**src/rtl/commit_trace_tx_if.sv**
```systemverilog
// rtl/commit_trace_tx_if.sv - commit capture and byte-stream signals between core, tracer and host link
interface commit_trace_tx_if #(
    parameter int DROP_W = 8
);
    logic              trace_en;
    logic              commit_valid;
    logic [31:0]       commit_pc;
    logic [31:0]       commit_instr;
    logic              commit_we;
    logic [4:0]        commit_rd;
    logic [31:0]       commit_wdata;
    logic [7:0]        tx_data;
    logic              tx_valid;
    logic              tx_ready;
    logic [DROP_W-1:0] drop_cnt;
    logic              busy;

    modport master (
        output trace_en, commit_valid, commit_pc, commit_instr, commit_we, commit_rd,
               commit_wdata, tx_ready,
        input  tx_data, tx_valid, drop_cnt, busy
    );

    modport slave (
        input  trace_en, commit_valid, commit_pc, commit_instr, commit_we, commit_rd,
               commit_wdata, tx_ready,
        output tx_data, tx_valid, drop_cnt, busy
    );
endinterface

```
**src/rtl/commit_trace_tx.sv**
```systemverilog
// rtl/commit_trace_tx.sv - buffers retired-instruction records and serialises them as 14-byte frames
module commit_trace_tx #(
    parameter int          DEPTH    = 4,
    parameter logic [7:0]  HDR_BYTE = 8'hA5,
    parameter int          DROP_W   = 8
) (
    input  logic             clk_i,
    input  logic             rst_n_i,
    commit_trace_tx_if.slave bus
);
    localparam int AW = $clog2(DEPTH);
    localparam logic [3:0] LAST_IDX = 4'd13;

    typedef enum logic {S_IDLE, S_SEND} state_t;

    // Stored record excludes the constant header: {pc, instr, flags, wdata}
    logic [103:0]      mem_q [DEPTH];
    logic [AW:0]       wr_ptr_q, wr_ptr_d, rd_ptr_q, rd_ptr_d;
    state_t            state_q, state_d;
    logic [3:0]        idx_q, idx_d;
    logic [DROP_W-1:0] drop_q, drop_d;
    logic              lost_q, lost_d;

    logic          empty, full, commit, hs, pop_now, push, drop;
    logic [103:0]  new_rec;
    logic [111:0]  frame_sh;

    assign empty   = (wr_ptr_q == rd_ptr_q);
    assign full    = (wr_ptr_q[AW] != rd_ptr_q[AW]) && (wr_ptr_q[AW-1:0] == rd_ptr_q[AW-1:0]);
    assign commit  = bus.commit_valid & bus.trace_en;
    assign hs      = (state_q == S_SEND) & bus.tx_ready;
    assign pop_now = hs & (idx_q == LAST_IDX);
    assign push    = commit & (!full | pop_now);
    assign drop    = commit & full & !pop_now;

    assign new_rec = {bus.commit_pc, bus.commit_instr,
                      bus.commit_we, lost_q, 1'b0, bus.commit_rd,
                      bus.commit_we ? bus.commit_wdata : 32'h0};

    // A push into a full FIFO only happens alongside the head's final byte,
    // so overwriting the head slot on that edge is safe.
    always_ff @(posedge clk_i) begin
        if (push) begin
            mem_q[wr_ptr_q[AW-1:0]] <= new_rec;
        end
    end

    always_comb begin
        wr_ptr_d = wr_ptr_q + (AW+1)'(push);
        rd_ptr_d = rd_ptr_q + (AW+1)'(pop_now);
        drop_d   = drop_q;
        lost_d   = lost_q;
        state_d  = state_q;
        idx_d    = idx_q;

        if (drop && (drop_q != {DROP_W{1'b1}})) begin
            drop_d = drop_q + DROP_W'(1);
        end
        if (push) begin
            lost_d = 1'b0;
        end else if (drop) begin
            lost_d = 1'b1;
        end

        case (state_q)
            S_IDLE: begin
                if (!empty) begin
                    state_d = S_SEND;
                    idx_d   = 4'd0;
                end
            end
            S_SEND: begin
                if (hs) begin
                    if (idx_q == LAST_IDX) begin
                        idx_d   = 4'd0;
                        state_d = (wr_ptr_d != rd_ptr_d) ? S_SEND : S_IDLE;
                    end else begin
                        idx_d = idx_q + 4'd1;
                    end
                end
            end
            default: state_d = S_IDLE;
        endcase
    end

    always_ff @(posedge clk_i or negedge rst_n_i) begin
        if (!rst_n_i) begin
            wr_ptr_q <= '0;
            rd_ptr_q <= '0;
            state_q  <= S_IDLE;
            idx_q    <= 4'd0;
            drop_q   <= '0;
            lost_q   <= 1'b0;
        end else begin
            wr_ptr_q <= wr_ptr_d;
            rd_ptr_q <= rd_ptr_d;
            state_q  <= state_d;
            idx_q    <= idx_d;
            drop_q   <= drop_d;
            lost_q   <= lost_d;
        end
    end

    // Head slot and index are frozen during a stall, so the byte holds without a register.
    assign frame_sh     = {HDR_BYTE, mem_q[rd_ptr_q[AW-1:0]]} << {idx_q, 3'b000};
    assign bus.tx_data  = (state_q == S_SEND) ? frame_sh[111:104] : 8'h00;
    assign bus.tx_valid = (state_q == S_SEND);
    assign bus.drop_cnt = drop_q;
    assign bus.busy     = !empty | (state_q == S_SEND);
endmodule

```
**src/flat_wrapper.sv**
```systemverilog
// flat-port wrapper written by rule: the top's interface ports become plain ports
module commit_trace_tx_flat 
#(
    parameter int          DEPTH    = 4,
    parameter logic [7:0]  HDR_BYTE = 8'hA5,
    parameter int          DROP_W   = 8
)
  (clk_i, rst_n_i, bus_trace_en, bus_commit_valid, bus_commit_pc, bus_commit_instr, bus_commit_we, bus_commit_rd, bus_commit_wdata, bus_tx_ready, bus_tx_data, bus_tx_valid, bus_drop_cnt, bus_busy);
  commit_trace_tx_if #(.DROP_W(DROP_W)) bus_i ();
  input  logic clk_i;
  input  logic rst_n_i;
  input wire logic [$bits(bus_i.trace_en)-1:0] bus_trace_en;
  input wire logic [$bits(bus_i.commit_valid)-1:0] bus_commit_valid;
  input wire logic [$bits(bus_i.commit_pc)-1:0] bus_commit_pc;
  input wire logic [$bits(bus_i.commit_instr)-1:0] bus_commit_instr;
  input wire logic [$bits(bus_i.commit_we)-1:0] bus_commit_we;
  input wire logic [$bits(bus_i.commit_rd)-1:0] bus_commit_rd;
  input wire logic [$bits(bus_i.commit_wdata)-1:0] bus_commit_wdata;
  input wire logic [$bits(bus_i.tx_ready)-1:0] bus_tx_ready;
  output wire logic [$bits(bus_i.tx_data)-1:0] bus_tx_data;
  output wire logic [$bits(bus_i.tx_valid)-1:0] bus_tx_valid;
  output wire logic [$bits(bus_i.drop_cnt)-1:0] bus_drop_cnt;
  output wire logic [$bits(bus_i.busy)-1:0] bus_busy;
  assign bus_i.trace_en = bus_trace_en;
  assign bus_i.commit_valid = bus_commit_valid;
  assign bus_i.commit_pc = bus_commit_pc;
  assign bus_i.commit_instr = bus_commit_instr;
  assign bus_i.commit_we = bus_commit_we;
  assign bus_i.commit_rd = bus_commit_rd;
  assign bus_i.commit_wdata = bus_commit_wdata;
  assign bus_i.tx_ready = bus_tx_ready;
  assign bus_tx_data = bus_i.tx_data;
  assign bus_tx_valid = bus_i.tx_valid;
  assign bus_drop_cnt = bus_i.drop_cnt;
  assign bus_busy = bus_i.busy;
  commit_trace_tx #(.DEPTH(DEPTH), .HDR_BYTE(HDR_BYTE), .DROP_W(DROP_W)) u_core (.clk_i(clk_i), .rst_n_i(rst_n_i), .bus(bus_i));
endmodule
```
**config.mk**
```make
export PLATFORM = sky130hd
export DESIGN_NAME = commit_trace_tx_flat
export DESIGN_NICKNAME = d
export VERILOG_FILES = /design/src/rtl/commit_trace_tx_if.sv /design/src/rtl/commit_trace_tx.sv /design/src/flat_wrapper.sv
export SDC_FILE = /design/constraint.sdc
export NUM_CORES = 1
export LEC_CHECK = 0
export CORE_MARGIN = 2
export CORE_UTILIZATION = 53
export DETAILED_ROUTE_END_ITERATION = 8
export PLACE_DENSITY = 0.86
export SYNTH_ARGS = -nofsm -noshare
export SYNTH_HDL_FRONTEND = slang
export SYNTH_SLANG_ARGS = --single-unit
export TNS_END_PERCENT = 100
```
**constraint.sdc**
```tcl
create_clock -name clk_i -period 12.1 [get_ports clk_i]
set_input_delay 2.42 -clock clk_i [delete_from_list [all_inputs] [get_ports clk_i]]
set_output_delay 2.42 -clock clk_i [all_outputs]
set_load 0.03 [all_outputs]
```
==> run summary, run 1 <==
The flow ran to the end, and the final reports show no timing, DRC or antenna violations. The routed design has 36600 um of wire. The async set-reset flop share out of synthesis was 0.0463. During synthesis, Yosys emitted a total of 0 warnings. For the violation count after the first detailed-route iteration, the log shows 1098. The average cell area after synthesis was 20.7 um^2; the number of maximum-capacitance violations was 0. The power per unit of standard cell area works out to 227 nW/um^2. The run gives 0 as the total of endpoints with negative setup slack in the final report. The number of buffer and inverter stages on the critical path came out at 2.

The root buffer cell chosen for the clock tree is clkbuf_16. Across all register-to-register paths, the minimum setup slack is 7.90 ns. For the I/O pin count, the log shows 125. The cell with the largest stage delay on the worst path is buf_4. Kind of start point of the critical path: a flop. Summing every instance area after synthesis gives 17100 um^2. At the end of routability-driven placement, the weighted congestion stood at 0.738. The clock tree synthesis step divided the H-tree into 2 levels.

Across all hold checks on the routed design, the worst slack comes to 0.502 ns. Internal power comes to 3.10 mW. The fraction of power spent switching nets was 0.312; the final standard cell utilization of the core was 0.630. Summing all placed instances gives a cell area of 18700 um^2. The logs give 2007 for the number of fill cells in the layout and 0 for the number of hold buffers added after cts. The run gives 4.50 ns as the data arrival time of the critical path. The required time of the critical path was 9.68 ns. The global-route usage over all layers came out at 0.219.

After clock tree synthesis, the setup repair step added 0 buffers. In this run, post-CTS repair resized a total of 0 instances. The finished cells cover 19900 um^2. The post-CTS clock slew at the launch and capture registers of the worst setup and hold paths was 0.06 ns; the count of cell types in the netlist was 60. The tools report the effective utilization at floorplan as 0.540. The run gives 65 as the pin count of the biggest net entering global routing. Counting flops with a built-in enable in the synthesized netlist gives 412. The die covers 33700 um^2.

For this run, the post-layout net count is 1080. The first global-routing pass estimated 54300 um of wire. The highest ir drop seen on vdd was 0.000175 V; the number of antenna violations at the first check in global routing was 2. Setup repair after global routing left no endpoint under its margin. The worst path needs 6.92 ns of the cycle, external delays included. The floorplan has 65 rows. The share of post-route cells with drive strength above 1 is 0.165, and the clock insertion delay at the later pin of the skew report is 0.56 ns. The via count of the first global-routing pass came out at 8886. Traced cell by cell, the critical path runs through buf_4, mux4_2, a22o_1, a211oi_1, a21oi_1, o211a_1, clkdlybuf4s50_1. The register share of total power was 0.437. Y dimension of the die: 184 um. The period utilization came out at 0.572. The most frequently used flop master after synthesis is edfxtp_1. Between clock sinks in the finished design, the worst skew comes to 0.0185 ns.

In this run the remaining antenna-violating nets after routing total 0. Relative max-transition margin: 0.305. TritonCTS built the clock tree. The run gives 938 as the total nets after synthesis. The die is 184 um wide. The min-delay analysis places its worst path in the category reg -> reg.

The analysis attributes to cell leakage a power of 6.51 nW. Broken down by cell family, the worst path's largest delay share belongs to buffers and inverters. The upper clock frequency limit is 0.145 GHz. The run gives 0 as the number of pins exceeding their max-slew limit in the final report. The number of buffers created by CTS is 43, and the post-DP HPWL is 21300 um.

The synthesized design contains 432 register bits. No sink is reached through more buffers than the 3 on the longest clock path. The number of hold-slack violations in the final timing report is 0. For this design, the sink count on the clock tree is 432. For the clock group share of total power, the log shows 0.269.

The first-pass iteration count of the detailed router is 5, and the largest fanout of any net on the critical path is 53. The analysis attributes to net switching a power of 1.41 mW. In this run the tool buffered the top-level ports with 124 buffer cells. STA classifies the critical path endpoint as an output port. The via count normalized by instance count is 6.31. The logs give 0 for the residual DRC count and 0 for the remaining global-route overflow. The largest single stage delay on the critical path is 0.90 ns.

In the final routed layout, each cell accounts on average for 26.1 um. The post-synthesis instance total came out at 824. The transition time of the tightest slew-check pin works out to 1.04 ns. The synthesis-to-layout area growth is 16.6%, and the number of vias in the routed layout is 8838. The share of synthesized area occupied by flip-flops and latches was 0.753. The power share of the combinational group was 0.295. Startpoint-to-endpoint class of the critical path: reg -> out. The run gives 31600 um^2 as the core footprint.
[power groups by stage]
stage / Clock (mW) / Combinational (mW) / Sequential [mW]
after floorplan: 0 / 1.01 / 1.96
after global placement: 0 / 1.29 / 1.99
after detailed placement: 0 / 1.31 / 2.00
after CTS: 1.23 / 1.33 / 1.97
after global routing: 1.28 / 1.41 / 1.99
final: 1.21 / 1.33 / 1.97
[routing by layer]
layer  up-vias  GRT usage  wire (um)
met5         -          0         12
met4         2     0.0781       1130
met3        80     0.0473       3310
met2       506      0.357      18100
met1      4524      0.294      14000
li1       3726          -          -
[final cells by class]
cell class	count	area [um^2]	share of cell area
Sequential cell	432	12900	0.646
Multi-Input combinational cell	347	3900	0.196
Timing Repair Buffer	139	1350	0.0680
Clock buffer	56	1120	0.0565
Tap cell	402	503	0.0252
Clock inverter	20	145	0.00729
Inverter	3	11.3	0.000565
Antenna cell	1	2.50	0.000126
[cell usage after synthesis, types with 5 or more instances]
master    number  share of area
a22o_1         6         0.0031
dfrtp_1       20          0.029
a22oi_1       25          0.011
mux2i_1       32          0.019
xnor2_1       10         0.0051
nor2_1        11         0.0024
buf_12         5         0.0059
nand3_1        7         0.0021
a211oi_1       7         0.0031
nand2_1       16         0.0035
nor2b_1        5         0.0018
a21oi_1       13         0.0038
o21ai_0        5         0.0015
and2_1        34          0.012
and3_1         7         0.0026
clkbuf_1      13         0.0029
edfxtp_1     412           0.72
nor3_1        10         0.0029
nand2b_1       5         0.0018
ha_1           7         0.0051
mux4_2        85           0.11
buf_4          5         0.0022
nand4_1        7         0.0026
buf_2         12         0.0035
[layout by cell type, fill, tap and decap left out, types with 3 or more instances in the layout]
cell type	count
edfxtp_1	412
clkdlybuf4s50_1	124
mux4_2	85
clkbuf_16	43
and2_1	34
mux2i_1	32
a22oi_1	25
dfrtp_1	18
nand2_1	16
buf_4	15
a21oi_1	13
clkbuf_1	13
nor2_1	11
clkinv_1	11
xnor2_1	10
nor3_1	10
nand3_1	7
a211oi_1	7
nand4_1	7
ha_1	7
a22o_1	6
and3_1	6
nor2b_1	5
nand2b_1	5
o21ai_0	5
clkinv_2	5
xor2_1	4
o221ai_1	4
o22ai_1	4
o2111ai_1	4
inv_1	3
o211a_1	3
mux4_1	3
[final timing paths]
check | startpoint | endpoint | depth (start not counted)
worst min register to register | u_core.bus.drop_cnt[6] | u_core.bus.drop_cnt[6] | 1
min in group asynchronous | rst_n_i | u_core.bus.drop_cnt[5] | 1
worst max register to register | u_core.idx_q[1] | u_core.mem_q[3][16] | 9
worst max-delay path | u_core.rd_ptr_q[0] | bus_tx_data[4] | 7
worst min-delay path | u_core.bus.drop_cnt[6] | u_core.bus.drop_cnt[6] | 1
max in group asynchronous | rst_n_i | u_core.rd_ptr_q[1] | 1
[flip-flops by register name, summed over array words and instances (netlist names)]
register,flops
u_core.idx_q,4
u_core.lost_q,1
u_core.mem_q,412
u_core.wr_ptr_q,3
u_core.bus.drop_cnt,8
u_core.rd_ptr_q,3
u_core.bus.tx_valid,1
[stage by stage]
step / setup TNS [ns] / setup WS [ns] / power [mW] / std cells
floorplan: -591.79 / -2.20 / 2.97 / 824
global placement: 0 / 5.72 / 3.27 / 1323
detailed placement: 0 / 5.70 / 3.31 / 1323
CTS: 0 / 5.13 / 4.53 / 1399
global route: 0 / 4.96 / 4.68 / 1399
finish: 0 / 5.18 / 4.52 / 1400
[logic make-up (layout without fill, tap and decap cells)]
family                   after synthesis  in the layout  share of synthesized area
flip-flops                           432            432                      0.753
multiplexers                         123            123                      0.137
AND/OR/NAND/NOR                      112            112                     0.0379
AO/OA/AOI/OAI                         91             91                     0.0395
buffers and inverters                 45            218                     0.0195
XOR/XNOR                              14             14                    0.00718
adder cells (fa/ha/maj)                7              7                    0.00513
other                                  0              1                          0
Power figures use the tool's default switching activity.
==> run 2, diff against run 1 <==
- CORE_UTILIZATION: 53 -> 55
- clock period: 12.1 -> 6.9 ns (I/O delays scaled with it)
==> run 2 against run 1 <==
Effect of this change: worst hold slack gained 0.0097 ns; wire length increased by 0.75%; register-to-register slack worse by 5.0 ns; critical path depth unchanged.
==> run summary, run 2 (synthesis gave the netlist of run 1 again) <==
The post-CTS clock slew at the launch and capture registers of the worst setup and hold paths is 0.06 ns (about the same), and the final worst-path setup slack is 1.35 ns (-3.83 ns). The run gives 5.49 mW (+77%) as the internal power consumption. TritonCTS built the clock tree.

The number of setup buffers added after CTS was 0 (unchanged). In this run the critical register-to-register path is launched from u_core.idx_q[1]. The power share of the combinational group was 0.289 (-0.006); the total of endpoints with negative setup slack in the final report was 0 (unchanged).

The number of buffers created by CTS was 42 (-2.3%); the number of maximum-capacitance violations was 0 (unchanged). In this run the most critical hold path is launched from u_core.bus.drop_cnt[2]. For the required time of the critical path, the log shows 5.52 ns (-4.16 ns). The cell at the root of the clock tree is clkbuf_16.

The effective utilization at floorplan was 0.558 (+0.0185); the detail-routed net length per standard cell was 26.5 um (+1.5%). The via count of the first global-routing pass was 9034 (+1.7%); the shortest clock period the worst path allows after layout was 5.55 ns. The min-delay analysis places its worst path in the category reg -> reg. The tools report the clock group share of total power as 0.273 (+0.004). Static leakage: 6.54 nW (+0.42%). The remaining global-route overflow came out at 0 (unchanged). The I/O pin count was 125 (unchanged); the violation count after the first detailed-route iteration was 1011 (-7.9%). The run gives 0.0186 ns (+0.000111 ns) as the worst clock skew on the final layout. The worst setup path is captured at an output port. The library cells used most frequently in the layout, excluding fill and tap cells, are edfxtp_1 (412), clkdlybuf4s50_1 (124), mux4_2 (85), clkbuf_16 (42), and2_1 (34). The startpoint-to-endpoint class of the critical path was reg -> out.

The highest ir drop seen on vdd was 0.000348 V (+99%); the largest fanout of any net on the critical path was 58 (+9.4%). The launching element of the worst setup path is u_core.rd_ptr_q[1]. The power per unit of standard cell area was 399 nW/um^2 (+76%); the setup slack after placement was 1.99 ns (-3.71 ns). The register share of total power came out at 0.438 (about the same). The via count normalized by instance count works out to 6.34 (+0.46%).

The clock sink count was 432 (unchanged). The data arrival time of the critical path is 4.17 ns (-0.33 ns). Count of nets after finishing: 1077 (-0.28%). Global-route wire length before repair: 55500 um (+2.2%).

The run gives 12900 um^2 (unchanged) as the total area of sequential cells. Number of fill cells in the layout: 1958 (-2.4%). The period utilization was 0.804; the count of buffers from port buffering was 124 (unchanged). The worst-case clock buffer depth was 3 (unchanged).

The first-pass iteration count of the detailed router is 5 (unchanged). The most common cell after layout, fill and taps aside was edfxtp_1. The y dimension of the die is 180 um (-1.8%), and the number of hold buffers added after cts is 0 (unchanged). The tools report the post-DP HPWL as 21900 um (+3.0%). The run gives 0.238 (-0.0673) as the relative max-transition margin.

Pin count of the biggest net entering global routing: 104 (+60%). For the global-route usage over all layers, the log shows 0.228 (+0.00905). The logs give 0 (unchanged) for the number of gates resized after CTS and 8815 (-0.26%) for the number of vias in the routed layout.

The routability congestion estimate was 0.768 (+4.1%). Number of nets with antenna violations after detailed routing: 0 (unchanged). The horizontal extent of the die is 180 um (-1.8%), and the flip-flop count of the largest register after layout is 412 (unchanged). The total wirelength of the detailed-routed design was 36800 um (+0.75%); the synthesis-to-layout area growth was 17.1%.

The share of post-route cells with drive strength above 1 came out at 0.171 (+0.00553). Kind of start point of the critical path: a flop. For the H-tree level count, the log shows 2 (unchanged). The logs give 0.654 (+0.0245) for the final standard cell utilization of the core and 2.49 mW (+77%) for the switching power total. The tools report the antenna diode count as 0 (-1). The fraction of power spent switching nets works out to 0.312 (about the same). The tools report the number of pins exceeding their max-slew limit in the final report as 0 (unchanged). For the number of hold-slack violations in the final timing report, the log shows 0 (unchanged). The upper clock frequency limit came out at 0.180 GHz. The transition time of the tightest slew-check pin was 1.14 ns (+0.0986 ns). Die area: 32500 um^2 (-3.6%).

The clock insertion delay at the later pin of the skew report was 0.55 ns (about the same); the multi-input gate area in the final layout was 3930 um^2 (+0.67%). The residual DRC count came out at 0 (unchanged). The run finished with clean final reports. The run gives 0 (-2) as the number of antenna violations at the first check in global routing. Core footprint: 30600 um^2 (-3.3%).

For the standard-cell row count, the log shows 64 (-1.5%). Setup repair after global routing left no endpoint under its margin.
## run 2: cell types whose count changed in the layout (fill, tap and decap cells not counted), sizes merged
cell / delta
clkbuf: -4
buf: -2
clkinvlp: +2
bufinv: +1
clkinv: +1
diode: -1
inv: -1
## run 2: layout make-up
class | count | share of cell area
multi-input cells | 347 | 0.196
inverters | 3 | 0.000563
flip-flops and latches | 432 | 0.644
repair buffers | 137 | 0.0688
clock buffers | 52 | 0.0549
clock inverters | 23 | 0.0111
well taps | 396 | 0.0248
## run 2: stage by stage
stage          hold WS [ns]  cells  instance area, um^2  power, mW  setup TNS, ns
2_1_floorplan         0.471    824                17100       5.17        -372.40
3_3_place_gp          0.482   1315                18700       5.77              0
3_5_place_dp          0.504   1315                18700       5.83              0
4_1_cts               0.516   1390                20000       8.01              0
5_1_grt               0.543   1390                20000       8.26              0
6_report              0.512   1390                20000       7.98              0
## run 2: routing by layer
layer  wire [um]  GRT usage  part of all wire  up-vias
met2       18400      0.369              0.50      535
met4        1300     0.0852             0.035        0
li1            -          -                 -     3719
met3        3110     0.0469             0.084       85
met1       14100      0.309              0.38     4476
met5           0          0                 0        -
## run 2: power by group through the flow
stage,logic [mW],clock network (mW),registers [mW]
2_1_floorplan,1.77,0,3.40
3_3_place_gp,2.25,0,3.52
3_5_place_dp,2.28,0,3.54
4_1_cts,2.31,2.20,3.49
5_1_grt,2.44,2.30,3.53
6_report,2.31,2.18,3.49
## run 2: final timing paths
kind,cells after the start,slack (ns),to
worst max-delay path,7,1.35,bus_tx_data[3]
worst min-delay path,1,0.51,u_core.bus.drop_cnt[2]
worst max register to register,8,2.93,u_core.mem_q[3][48]
worst min register to register,1,0.51,u_core.bus.drop_cnt[2]
max in group asynchronous,1,4.86,u_core.rd_ptr_q[0]
min in group asynchronous,1,1.36,u_core.bus.drop_cnt[7]
## run 2: critical path: stages, from the launching register on
cell             delay [ns]
dfrtp_4                1.00
buf_4                  0.56
mux4_2                 0.39
a22o_1                 0.25
a211oi_1               0.43
a21oi_1                0.10
o211a_1                0.27
clkdlybuf4s50_1        0.60
